File: src/rtl/stopwatch_ctrl.sv
// Sequencing controller for the MM:SS stopwatch: input conditioning, 1 Hz / 2 Hz strobes,
// RUN/PAUSED/ADJUST state machine and adjust-mode blink for the display driver.
module stopwatch_ctrl #(
    parameter int unsigned CLK_HZ          = 100_000_000,
    parameter int unsigned DEBOUNCE_CYCLES = 1_000_000
) (
    input  logic       clk_c,
    input  logic       reset_c,
    input  logic       btn_pause,
    input  logic       btn_clr,
    input  logic       sw_adj,
    input  logic [1:0] sw_sel,
    output logic       cnt_en,
    output logic       adj_inc,
    output logic [1:0] adj_sel,
    output logic       clr_o,
    output logic       paused_o,
    output logic       adj_o,
    output logic       blink_on
);

    localparam int unsigned PW = $clog2(CLK_HZ);
    localparam int unsigned DW = $clog2(DEBOUNCE_CYCLES);
    localparam int unsigned BW = $clog2(CLK_HZ / 4);

    localparam logic [PW-1:0] P_LAST = PW'(CLK_HZ - 1);
    localparam logic [PW-1:0] P_HALF = PW'(CLK_HZ / 2 - 1);
    localparam logic [DW-1:0] D_LAST = DW'(DEBOUNCE_CYCLES - 1);
    localparam logic [BW-1:0] B_LAST = BW'(CLK_HZ / 4 - 1);

    typedef enum logic [1:0] {
        S_RUN,
        S_PAUSED,
        S_ADJUST
    } state_t;

    // Channel order: 0 pause, 1 clear, 2 adjust switch
    logic [2:0]    raw;
    logic [2:0]    sync1;
    logic [2:0]    sync2;
    logic [2:0]    db;
    logic [DW-1:0] dcnt [3];
    logic [1:0]    db_d;
    logic [1:0]    press;
    logic [1:0]    sel1;
    logic [1:0]    sel2;

    logic          pause_ev;
    logic          clr_ev;
    logic          adj_lvl;

    state_t        state;
    state_t        nxt_state;
    logic          resume_paused;
    logic          nxt_resume;
    logic [PW-1:0] presc;
    logic          tick1;
    logic          tick2;
    logic [BW-1:0] bcnt;

    assign raw      = {sw_adj, btn_clr, btn_pause};
    assign pause_ev = press[0];
    assign clr_ev   = press[1];
    assign adj_lvl  = db[2];

    always_ff @(posedge clk_c or posedge reset_c) begin
        if (reset_c) begin
            sync1 <= '0;
            sync2 <= '0;
            db    <= '0;
            db_d  <= '0;
            press <= '0;
            sel1  <= '0;
            sel2  <= '0;
            for (int unsigned i = 0; i < 3; i++) begin
                dcnt[i] <= '0;
            end
        end else begin
            sync1 <= raw;
            sync2 <= sync1;
            sel1  <= sw_sel;
            sel2  <= sel1;
            // Any cycle agreeing with the accepted level restarts the stability count
            for (int unsigned i = 0; i < 3; i++) begin
                if (sync2[i] != db[i]) begin
                    if (dcnt[i] == D_LAST) begin
                        db[i]   <= sync2[i];
                        dcnt[i] <= '0;
                    end else begin
                        dcnt[i] <= dcnt[i] + 1'b1;
                    end
                end else begin
                    dcnt[i] <= '0;
                end
            end
            db_d  <= db[1:0];
            press <= db[1:0] & ~db_d;
        end
    end

    assign tick1 = (presc == P_LAST);
    assign tick2 = tick1 || (presc == P_HALF);

    // Next state is decoded here so the mode flags and blink register align with the state itself
    always_comb begin
        nxt_state  = state;
        nxt_resume = resume_paused;
        case (state)
            S_RUN: begin
                if (adj_lvl) begin
                    nxt_state  = S_ADJUST;
                    nxt_resume = 1'b0;
                end else if (pause_ev) begin
                    nxt_state = S_PAUSED;
                end
            end
            S_PAUSED: begin
                if (adj_lvl) begin
                    nxt_state  = S_ADJUST;
                    nxt_resume = 1'b1;
                end else if (pause_ev) begin
                    nxt_state = S_RUN;
                end
            end
            S_ADJUST: begin
                if (!adj_lvl) begin
                    nxt_state = resume_paused ? S_PAUSED : S_RUN;
                end
            end
            default: nxt_state = S_RUN;
        endcase
    end

    always_ff @(posedge clk_c or posedge reset_c) begin
        if (reset_c) begin
            state         <= S_RUN;
            resume_paused <= 1'b0;
            presc         <= '0;
            bcnt          <= '0;
            cnt_en        <= 1'b0;
            adj_inc       <= 1'b0;
            adj_sel       <= '0;
            clr_o         <= 1'b0;
            paused_o      <= 1'b0;
            adj_o         <= 1'b0;
            blink_on      <= 1'b1;
        end else begin
            state         <= nxt_state;
            resume_paused <= nxt_resume;

            // Clear restarts the second and swallows any tick due this cycle
            if (clr_ev) begin
                presc <= '0;
            end else if (state != S_PAUSED) begin
                presc <= tick1 ? '0 : presc + 1'b1;
            end

            cnt_en   <= tick1 && (state == S_RUN) && !clr_ev;
            adj_inc  <= tick2 && (state == S_ADJUST) && !clr_ev;
            adj_sel  <= sel2;
            clr_o    <= clr_ev;
            paused_o <= (nxt_state == S_PAUSED);
            adj_o    <= (nxt_state == S_ADJUST);

            if ((nxt_state == S_ADJUST) && (state == S_ADJUST)) begin
                if (bcnt == B_LAST) begin
                    bcnt     <= '0;
                    blink_on <= ~blink_on;
                end else begin
                    bcnt <= bcnt + 1'b1;
                end
            end else begin
                bcnt     <= '0;
                blink_on <= 1'b1;
            end
        end
    end

endmodule

File: config.mk
export PLATFORM = sky130hd
export DESIGN_NAME = stopwatch_ctrl
export DESIGN_NICKNAME = d
export VERILOG_FILES = /design/src/rtl/stopwatch_ctrl.sv
export SDC_FILE = /design/constraint.sdc
export NUM_CORES = 1
export LEC_CHECK = 0
export CORE_ASPECT_RATIO = 1.25
export CORE_UTILIZATION = 55
export DETAILED_ROUTE_END_ITERATION = 6
export GPL_TIMING_DRIVEN = 0
export PLACE_DENSITY = 0.72
export SYNTH_ARGS = -nofsm -noshare
export SYNTH_HDL_FRONTEND = slang
export SYNTH_SLANG_ARGS = --single-unit
export TNS_END_PERCENT = 20
File: constraint.sdc
create_clock -name clk_c -period 5 [get_ports clk_c]
set_input_delay 0.5 -clock clk_c [delete_from_list [all_inputs] [get_ports clk_c]]
set_output_delay 0.5 -clock clk_c [all_outputs]
set_load 0.01 [all_outputs]
# Word level (Yosys, flattened, before mapping)
# Cells that the tools add are included.
# word_totals
elab_cells	85
register_bits	140
# classes
n_addsub	5
reduce_logical	14
bitwise_logic	3
eq_ne	17
n_mux	23
# op_table
op	n
20-bit 2-to-1 mux	6
27-bit 2-to-1 mux	3
20-bit by 1-bit adder with 20-bit output, second input constant	3
20-bit == test, second input constant	3
25-bit 2-to-1 mux	2
27-bit by 1-bit adder with 27-bit output, second input constant	1
27-bit by 26-bit == test with 1-bit output, second input constant	1
27-bit == test, second input constant	1
25-bit by 1-bit adder with 25-bit output, second input constant	1
25-bit == test, second input constant	1
2-bit 2-to-1 mux	5
2-bit case mux with 3 select lines	1
2-bit AND reduction	3
1-bit logical AND	5
1-bit 2-to-1 mux	5
2-bit by 1-bit == test with 1-bit output, second input constant	2
2-bit == test, second input constant	2
2-bit by 1-bit != test with 1-bit output, second input constant	2
2-bit != test, second input constant	2
2-bit nonzero test	2
1-bit != test	3
3-bit AND reduction	1
2-bit bitwise AND	1
2-bit logical NOT	1
5 further kinds	5

# Longest topological paths before layout
# depth
ltp_word	6
mapped_depth	7

# Worst setup path before layout
# Ideal clock, no wire load.
# synth_timing
path_type	reg-to-reg
startpoint	register bcnt[0]
endpoint	register bcnt[11]
arrival_ps	1665
slack_ps	3216
synth_period_minus_slack_ps	1784
required_time_ps	4881
path_stages_with_launch	8
path_cell_list	dfrtp_1 -> ha_1 -> nand4_1 -> or2_2 -> nor3_1 -> nand3b_2 -> buf_4 -> nor2_1
# synth_via
elab_chain_len	3
# synth_rtl
item	line_no	source
from (decl)	59	logic [BW-1:0] bcnt;
from (signal assigned)	170	bcnt <= bcnt + 1'b1;
25-bit by 1-bit adder with 25-bit output / 25-bit == test (equally long branches)	170, 166	
25-bit 2-to-1 mux (*)	166	if (bcnt == B_LAST) begin
25-bit 2-to-1 mux (*)	165	if ((nxt_state == S_ADJUST) && (state == S_ADJUST)) begin
# Every way passes the cells marked *; elsewhere a longest branch is shown, timed or not.
# A chain may end at the register's enable or synchronous reset.

# Final worst setup path
# layout_timing
startpoint	register bcnt[0]
endpoint	register bcnt[18]
# The elaborated chain is that of the path after synthesis.

==> key figures <==
Global routing
  – Largest net degree at the start of global routing: between 90 and 100
  – Initial antenna violation count: 0
  – GRT overflow: 0
  – Vias in the first global route: 4564
  – Total track usage: a little over a fifth
  – Global-route wire length before repair: roughly 21000 um

Setup path
  – Crit path to: bcnt[18]
  – Worst-case reg-to-reg path depth: 7
  – Critical path peak fanout: 10
  – Critical path endpoint category: flip-flop
  – R2R Path End: bcnt[18]
  – WS Path Type: flip-flop to flip-flop
  – Crit path DAT: around 2400 ps
  – RR Startpoint: bcnt[0]
  – Crit path from: bcnt[0]
  – WP data required: 5300 ps
  – Critical Path Start Type: flip-flop
  – Reg2reg setup slack: about 2900 ps

Clock tree
  – Post-CTS Resized: 0
  – Clock Tree Root: clkbuf_16
  – Clk_lat worst skew: between 400 and 500 ps
  – CTS tree: yes
  – Clock sinks: 140
  – Clock Tree Buf Depth: 2
  – # hold bufs at CTS: 0
  – H-tree Lvls: 4
  – Clock transition at path regs: roughly 60 ps
  – Setup bufs post-CTS: 0
  – CTS Buf Count: 17

Power
  – Pleak: ~3.3 nW
  – P per Cell Area: 348 nW/um^2
  – VDD IR max: ~0.28 mV

Yosys
  – Synthesized cell area: 6530 um^2
  – Mean Syn Cell Area: ~10 um^2
  – FFs w/ async S/R, synth: 100%
  – Synth Register Bits: 140
  – Post-Syn Nets: approximately 640
  – Post-Syn Instances: 626
  – Main synth FF type: dfrtp_1
  – Sequential fraction of the synthesis area: ~54%
  – Ys Warns: 0
  – Post-synth EDFFs: 0
  – Synth cell types: between 50 and 60

Timing
  – Final setup vio count: 0
  – Final min period: ~2100 ps
  – Fin crit share: between 40% and 50%
  – Final Max Slew Viols: 0
  – Setup TNS: 0 ps
  – Final Hold Fails: 0
  – Setup repair after global routing missed its margin: false
  – Rel. slew slack: between 40 and 50%
  – Maximum operating frequency: around 470 MHz
  – Final Skew: slightly above 7 ps
  – Worst Tran Pin Value: around 790 ps
  – Final worst slack: ~2900 ps

Final layout
  – Most frequent cells in the layout: dfrtp_1 (139), nor2_1 (124), xor2_1 (68)
  – P&R area growth vs syn: 15.6%
  – Commonest non-fill, non-tap cell in the layout: dfrtp_1
  – Util after Layout: roughly two thirds
  – # fillers: 888
  – Share of layout cells above drive strength 1: a little over a tenth
  – Fin nets: 672
  – Antenna cells: 0
  – Final Cell Area: roughly 7500 um^2

Die
  – Die Wd: 99.4 um
  – Number of I/O pins: 15
  – Chip Height: approximately 120 um
  – Placeable core area: between 10000 and 15000 um^2
  – Die area: between 10000 and 15000 um^2
  – Starting Density: between 50% and 60%
  – Cell Rows: 44

Place
  – Port-buffer cells: 14
  – Place WS: roughly 2800 ps
  – DP HPWL: 7990 um
  – Routability Congestion: slightly above 0.8
  – Placement Cell Area: 6870 um^2

Route
  – Via density: roughly 5.6
  – Final antenna-violating net count: 0
  – Remaining DRCs: 0
  – Total number of vias: between 4000 and 5000
  – Routed length per instance: between 10 and 15 um
  – First DRT Iteration DRCs: ~230
  – Drt pass-1 iters: 4
  – Post-Route WL: 11700 um

Worst hold path
  – Worst hold path type: flip-flop to flip-flop
  – WHS Path Cells: 0

Run
  – # Max-Cap Violations: 0

Status
  – Status: finished, final reports clean
[metrics by stage]
stage / total power [mW] / hold slack, ps / cells
after floorplan: 1.21 / 331 / 626
after global placement: 1.22 / 337 / 778
after detailed placement: 1.23 / 337 / 779
after CTS: 2.65 / 351 / 810
after global routing: 2.71 / 360 / 810
final: 2.63 / 349 / 810
[kinds of logic after synthesis]
group	after synthesis	synth area share (%)
XOR/XNOR	101	13.6
multiplexers	5	0.844
AND/OR/NAND/NOR	333	26.8
adder cells (fa/ha/maj)	5	0.959
buffers and inverters	21	1.84
flip-flops	140	53.7
AO/OA/AOI/OAI	21	2.32
[layout make-up]
type / count / area (um^2) / area share [%]
well taps: 138 / 173 / 2.29
multi-input cells: 465 / 2900 / 38.5
clock inverters: 11 / 215 / 2.85
inverters: 9 / 38.8 / 0.514
plain buffers: 12 / 86.3 / 1.14
repair buffers: 15 / 168 / 2.22
flip-flops and latches: 140 / 3500 / 46.5
clock buffers: 20 / 457 / 6.06
[cells in the mapped netlist, types with 5 or more instances]
cell type | count | share of area [%]
and4_1 | 8 | 1.1
nor4b_1 | 6 | 0.81
buf_4 | 6 | 0.69
nand2_1 | 39 | 2.2
and3_1 | 13 | 1.2
xor2_1 | 68 | 9.1
nand3_1 | 50 | 3.8
xnor2_1 | 33 | 4.4
a21oi_1 | 5 | 0.38
nor3_1 | 16 | 1.2
nand2b_1 | 6 | 0.58
dfrtp_1 | 139 | 53
nor2_1 | 124 | 7.1
nor4_1 | 9 | 0.86
nand4_1 | 31 | 3.0
nor4_2 | 6 | 1.2
inv_1 | 9 | 0.52
ha_1 | 5 | 0.96
[sequential cells by signal, summed over array words and instances, names as in the netlist, 2 cells and up]
signal   flops
adj_sel      2
bcnt        25
db           3
db_d         2
dcnt        60
presc       27
press        2
sel1         2
sel2         2
state        2
sync1        3
sync2        3
[layer usage]
layer	wire length, um	GRT usage (%)	vias to the layer above
met5	0	0	-
met4	205	8.55	0
met3	289	4.60	21
met2	6110	37.8	51
met1	5090	25.2	2273
li1	-	-	2221
[report_power, final]
| part | total (mW) | leakage [nW] | internal (mW) | switching, mW |
|---|---|---|---|---|
| combinational | 0.0538 | 1.02 | 0.0174 | 0.0364 |
| clock | 1.42 | 0.326 | 0.958 | 0.459 |
| sequential | 1.15 | 1.90 | 1.14 | 0.00910 |
[worst max-delay path, stage by stage (launching register included)]
cell and delay (ps):
dfrtp_1 400, ha_1 230, nand4_1 200, or2_2 370, nor3_1 290, nand3b_2 270
buf_4 200, nor2_1 60
[worst min path at each step]
stage,start,to,slack (ps)
after floorplan,sel2[0],adj_sel[0],330
after global placement,sync1[0],sync2[0],340
after detailed placement,sel2[0],adj_sel[0],340
after CTS,sel2[1],adj_sel[1],350
after global routing,sel1[1],sel2[1],360
final,sel2[1],adj_sel[1],350
No activity file was read; power rests on OpenSTA's default activity.
